==> src/rtl/inst_queue.sv <==
// Instruction queue between fetch and dual-issue decode: compacts partially valid
// fetch groups into a circular buffer and supports flush with delay-slot retention.
module inst_queue #(
    parameter int DEPTH   = 16,
    parameter int FETCH_W = 2,
    parameter int ISSUE_W = 2,
    parameter int INST_W  = 32,
    parameter int PC_W    = 32,
    localparam int AW = $clog2(DEPTH),
    localparam int CW = $clog2(DEPTH + 1),
    localparam int PW = $clog2(ISSUE_W + 1),
    localparam int LW = (FETCH_W > 1) ? $clog2(FETCH_W) : 1
) (
    input  logic                      clk,
    input  logic                      resetn,
    input  logic                      in_valid,
    output logic                      in_ready,
    input  logic [PC_W-1:0]           in_pc,
    input  logic [FETCH_W-1:0]        in_mask,
    input  logic [FETCH_W*INST_W-1:0] in_inst,
    output logic [ISSUE_W-1:0]        out_valid,
    output logic [ISSUE_W*PC_W-1:0]   out_pc,
    output logic [ISSUE_W*INST_W-1:0] out_inst,
    input  logic [PW-1:0]             pop_cnt,
    input  logic                      flush,
    input  logic                      flush_keep_ds,
    output logic [CW-1:0]             count
);

    logic [PC_W-1:0]   r_pcMem   [DEPTH];
    logic [INST_W-1:0] r_instMem [DEPTH];
    logic [AW-1:0]     r_head;
    logic [AW-1:0]     r_tail;
    logic [CW-1:0]     r_count;

    logic [AW-1:0]     w_headNext;
    logic [CW-1:0]     w_remain;
    logic [CW-1:0]     w_pushCnt;
    logic [CW-1:0]     w_pushAdd;
    logic              w_pushOk;
    logic              w_dsTake;
    logic [LW-1:0]     w_dsLane;
    logic [AW-1:0]     w_laneOff [FETCH_W];
    logic [FETCH_W-1:0] w_wrEn;
    logic [AW-1:0]     w_wrAddr  [FETCH_W];

    assign in_ready   = (r_count <= CW'(DEPTH - FETCH_W));
    assign count      = r_count;
    assign w_headNext = r_head + AW'(pop_cnt);
    assign w_remain   = r_count - CW'(pop_cnt);
    assign w_pushOk   = in_valid & in_ready & ~flush;
    assign w_pushAdd  = w_pushOk ? w_pushCnt : '0;
    assign w_dsTake   = flush & flush_keep_ds & (w_remain == '0) & in_valid & in_ready & (|in_mask);

    // Each valid lane lands at tail plus the number of valid lanes below it.
    always_comb begin
        w_pushCnt = '0;
        for (int i = 0; i < FETCH_W; i++) begin
            w_laneOff[i] = AW'(w_pushCnt);
            w_pushCnt    = w_pushCnt + CW'(in_mask[i]);
        end
    end

    always_comb begin
        w_dsLane = '0;
        for (int i = FETCH_W - 1; i >= 0; i--) begin
            if (in_mask[i]) begin
                w_dsLane = LW'(i);
            end
        end
    end

    // A delay-slot refill writes the oldest incoming lane at the post-pop head.
    always_comb begin
        for (int i = 0; i < FETCH_W; i++) begin
            w_wrEn[i]   = 1'b0;
            w_wrAddr[i] = r_tail + w_laneOff[i];
            if (w_pushOk) begin
                w_wrEn[i] = in_mask[i];
            end else if (w_dsTake && (w_dsLane == LW'(i))) begin
                w_wrEn[i]   = 1'b1;
                w_wrAddr[i] = w_headNext;
            end
        end
    end

    always_ff @(posedge clk) begin
        for (int i = 0; i < FETCH_W; i++) begin
            if (w_wrEn[i]) begin
                r_pcMem[w_wrAddr[i]]   <= in_pc + PC_W'(4 * i);
                r_instMem[w_wrAddr[i]] <= in_inst[i*INST_W +: INST_W];
            end
        end
    end

    always_ff @(posedge clk or negedge resetn) begin
        if (!resetn) begin
            r_head  <= '0;
            r_tail  <= '0;
            r_count <= '0;
        end else if (flush) begin
            r_head <= w_headNext;
            if (flush_keep_ds && ((w_remain != '0) || w_dsTake)) begin
                r_tail  <= w_headNext + AW'(1);
                r_count <= CW'(1);
            end else begin
                r_tail  <= w_headNext;
                r_count <= '0;
            end
        end else begin
            r_head  <= w_headNext;
            r_tail  <= r_tail + AW'(w_pushAdd);
            r_count <= r_count + w_pushAdd - CW'(pop_cnt);
        end
    end

    always_comb begin
        for (int i = 0; i < ISSUE_W; i++) begin
            out_valid[i]                = (r_count > CW'(i));
            out_pc[i*PC_W +: PC_W]      = '0;
            out_inst[i*INST_W +: INST_W] = '0;
            if (out_valid[i]) begin
                out_pc[i*PC_W +: PC_W]       = r_pcMem[r_head + AW'(i)];
                out_inst[i*INST_W +: INST_W] = r_instMem[r_head + AW'(i)];
            end
        end
    end

endmodule

==> config.mk <==
export PLATFORM = sky130hd
export DESIGN_NAME = inst_queue
export DESIGN_NICKNAME = d
export VERILOG_FILES = /design/src/rtl/inst_queue.sv
export SDC_FILE = /design/constraint.sdc
export NUM_CORES = 2
export LEC_CHECK = 0
export BUFFER_PORTS_ARGS = -buffer_cell sky130_fd_sc_hd__clkbuf_2
export CORE_MARGIN = 2
export CORE_UTILIZATION = 38
export CTS_BUF_LIST = sky130_fd_sc_hd__clkbuf_2 sky130_fd_sc_hd__clkbuf_4 sky130_fd_sc_hd__clkbuf_8
export DETAILED_ROUTE_END_ITERATION = 6
export RECOVER_POWER = 50
export SLEW_MARGIN = 20
export SYNTH_ARGS = -nofsm -noshare
export SYNTH_HDL_FRONTEND = slang
export SYNTH_SLANG_ARGS = --single-unit
==> constraint.sdc <==
create_clock -name clk -period 7.55 [get_ports clk]
set_clock_uncertainty 0.15 [all_clocks]
set_input_delay 1.1325 -clock clk [delete_from_list [all_inputs] [get_ports clk]]
set_output_delay 1.1325 -clock clk [all_outputs]
set_load 0.05 [all_outputs]
After elaboration in Yosys (flattened, before gate mapping)
Memories as Yosys holds them, arrays and structs flattened.
Cells that the tools add are included.

storage, ports and cells
  memories kept = 2
  output and inout port bits = 136
  memory bits (writable) = 1024
  register bits after elaboration = 13

operators by class
  bitwise gates (word level) = 9
  reductions and logical operators = 7
  add/subtract/negate cells = 10
  magnitude comparators = 3
  mux-type cells = 23

memories
  name       depth  width  rd ports  clocked after Yosys merged registers in  wr ports  line  RTL
  r_instMem  16     32     2         0                                        2         31    logic [INST_W-1:0] r_instMem [DEPTH];
  r_pcMem    16     32     2         0                                        2         30    logic [PC_W-1:0] r_pcMem [DEPTH];

operators by type and width
  kind                   count
  $mux 32                4
  $add 32x3->32 const B  1
  $mux 4                 6
  $mux 1                 11
  $gt 5x1->1 const B     2
  $mux 5                 2
  $sub 5x2->5            2
  $add 4x1->4 const B    2
  $and 1x1->1            7
  $add 5x5->5            1
  $le 5x4->1 const B     1
  $logic_not 5->1        1
  $reduce_bool 5->1      1
  $add 4x1->4            1
  $add 4x2->4            1
  $add 4x4->4            1
  $logic_and 1x1->1      3
  $add 1x1->2            1
  $not 1->1              2
  $reduce_or 2->1        1
  $logic_or 1x1->1       1

Logic depth before layout (Yosys ltp)
  depth after elaboration = 11
  gate-level depth with buffers = 13
  mapped depth without buffers = 13

Least setup slack after synthesis
Ideal clock, no wire load.

  path type = input-to-reg
  start = input flush
  end = memory r_instMem[9][0], enable pin
  required time = 6.826 ns
  data arrival time = 6.614 ns
  buffers on the path = 0
  library setup time = 0.574 ns
  cell stages on the path = 4
  setup slack = 0.212 ns
  path through = nand2b_1 -> a211oi_1 -> nand3_1 -> o21ai_0

RTL lines
  what             line  RTL
  start, declared  25    input logic flush,
  end, declared    31

==> run metrics <==
status complete, but fails checks; failing checks capacitance limit, slew limit; clock root buffer clkbuf_8; dpl hpwl roughly 120000 um; critical path peak fanout 53; Iteration-0 DRC Markers 5028; CORE AREA around 160000 sq um; global-route wire length before repair between 200000 and 300000 um; site row count between 100 and 150; cell taking the most area after synthesis edfxtp_1; Num Clock Sinks 1037; PortBufs 240; Worst path max stage delay 2.01 ns; synthesized area between 60000 and 70000 sq um; Vias 42000; Syn Inst Count 4579; CTS Hold Bufs 1; Top FF cell, synth edfxtp_1; drt pass-1 iters 5; vias per cell 6.04; Worst Hold Path Cells 2; Storage cell area 31100 sq um; final setup TNS 0 ns; layout cells sized above 1 32.7%; Max Slew Vio Count 893; Mapped Nets 4713; most frequent cells in the layout edfxtp_1, nand2_1, mux4_2; CP endpoint kind flop; Least-Margin Pin Slew roughly 3.5 ns; GRT Util Overall 24.1%; Mean Syn Cell Area 13.8 sq um; placed inst area 66300 sq um; later-pin clock latency in the skew report ~0.94 ns; startpoint types flop; warnings from Yosys 0; final hold vios 0; H-tree depth 4; final instance area 69500 sq um; Max Fclk 146 MHz; FF+latch count, synth 1037; PostCTS Resize Cnt 0; CTS tree yes; Worst VDD drop 0.481 mV; CTS buffer count 181; Crit-path slowest cell clkbuf_1; largest cells by area after synthesis edfxtp_1, mux4_2, mux2_2; Worst R2R Path Depth 8; CP Cell Sequence ha_1, a21o_1, xor2_1, o21ai_1, a41oi_4, clkbuf_1, o221ai_4, buf_12; DRC Markers 0; wire length per cell 29.7 um; Starting Density a little under two fifths; Die Footprint 169000 sq um; multi-input logic area about 30000 sq um; LEAKAGE 23.8 nW; vias in the first global route ~42000; Min Clock Period, post-route 6.84 ns; PD cells slightly above 400 nW/um^2; clock slew at reported path FFs 0.06 ns; GP Congestion 0.884; grt total ovfl 0; Routed WL a little over 200000 um; die width 411 um; area grow syn2layout 10.2%; WP data arrival 7.28 ns; Synth cell types 80; Filler cells between 15000 and 20000; slew margin rel. -136%; Crit Path Class flop to flop; RSZ-0062 raised after global routing no; worst endpoint required time 7.99 ns; fraction of registers with async set/reset ~1.3%; top-area cell type share of the netlist area 48.8%; commonest non-fill, non-tap cell in the layout edfxtp_1; Hold Slack 0.452 ns; Post-CTS Setup Bufs 0; Bufs on Longest Clock Path 3; largest net degree at the start of global routing 135; Max-Cap Viols 33; Layout Nets 4754; Tcrit/Tclk final between 90% and 100%; die height about 410 um; IO Count roughly 240; initial antenna violation count 19; Hold Crit Class primary input to flop; Final ANT Viol Nets 0; register area share after synthesis 49.3%; EDFF count, synth 1024; final setup fails 0
[final cells by class]
cell class,count,area share (%)
diodes,8,0.0288
clock buffers,238,4.22
clock inverters,87,0.850
inverters,27,0.146
multi-input cells,3028,43.2
flip-flops and latches,1037,44.7
well taps,2189,3.94
repair buffers,345,2.91
[Yosys cell counts, types with 9 or more instances]
library cell,count
nand2_1,651
dfrtp_1,13
edfxtp_1,1024
xor2_1,341
nor2b_1,136
xnor2_1,65
o21bai_1,16
nand4_1,25
buf_1,16
o21ai_0,14
ha_1,25
inv_1,24
mux2_2,336
clkbuf_1,292
buf_2,173
mux2_4,28
and3_1,9
nor2_1,223
mux2i_1,77
mux4_2,576
a211oi_1,130
nand3_1,34
a21oi_1,196
and2_1,9
[logic make-up after synthesis]
| logic type | synth area share (%) |
|---|---|
| adders and majority gates | 0.623 |
| DFF | 49.3 |
| xor gates and xnor gates | 5.67 |
| buffers and inverters | 3.46 |
| muxes | 28.6 |
| AOI/OAI and AO/OA | 4.44 |
| and+or+nand+nor | 7.96 |
[where the power goes]
group	internal, mW	switching (mW)	leakage, nW
Sequential	6.68	0.387	9.37
Combinational	5.71	10.2	12.6
Clock	2.74	2.52	1.84
[registers in the layout, indices dropped and copies added (netlist names)]
signal,count
r_instMem,512
r_pcMem,512
count,5
r_head,4
r_tail,4
[final timing paths]
check	from	slack, ns	end
max	r_head[0]$_DFF_PN0_	0.71	r_pcMem[7][21]$_DFFE_PP_
min	flush	0.45	count[2]$_DFF_PN0_
max reg2reg	r_head[0]$_DFF_PN0_	0.71	r_pcMem[7][21]$_DFFE_PP_
min reg2reg	r_tail[0]$_DFF_PN0_	0.63	r_tail[0]$_DFF_PN0_
max in group asynchronous	resetn	6.08	r_head[2]$_DFF_PN0_
min in group asynchronous	resetn	0.62	r_head[1]$_DFF_PN0_
[critical path, delay by kind of cell, from the launching register on]
kind / cells / cell delay [ns]
buffers and inverters: 2 / 2.55
AO/OA/AOI/OAI: 4 / 1.76
flip-flops: 1 / 1.12
XOR/XNOR: 1 / 0.46
adder cells (fa/ha/maj): 1 / 0.38
[layer usage]
| layer | track usage [%] | part of all wire, % | up-vias |
|---|---|---|---|
| li1 | - | - | 17600 |
| met1 | 31.1 | 39 | 21900 |
| met2 | 40.3 | 49 | 2098 |
| met3 | 4.61 | 8.5 | 400 |
| met4 | 8.99 | 3.4 | 14 |
| met5 | 0 | 0.045 | - |
[stage by stage]
step,utilization (%),power (mW),std cells,setup WS (ns)
global placement,40.2,23.2,6623,1.96
detailed placement,40.2,23.2,6623,1.93
global route,42.1,29.4,6955,0.551
CTS,42.4,28.5,6949,1.26
floorplan,-,18.7,4579,0.212
finish,42.2,28.3,6959,0.705
No activity file was read; power rests on OpenSTA's default activity.
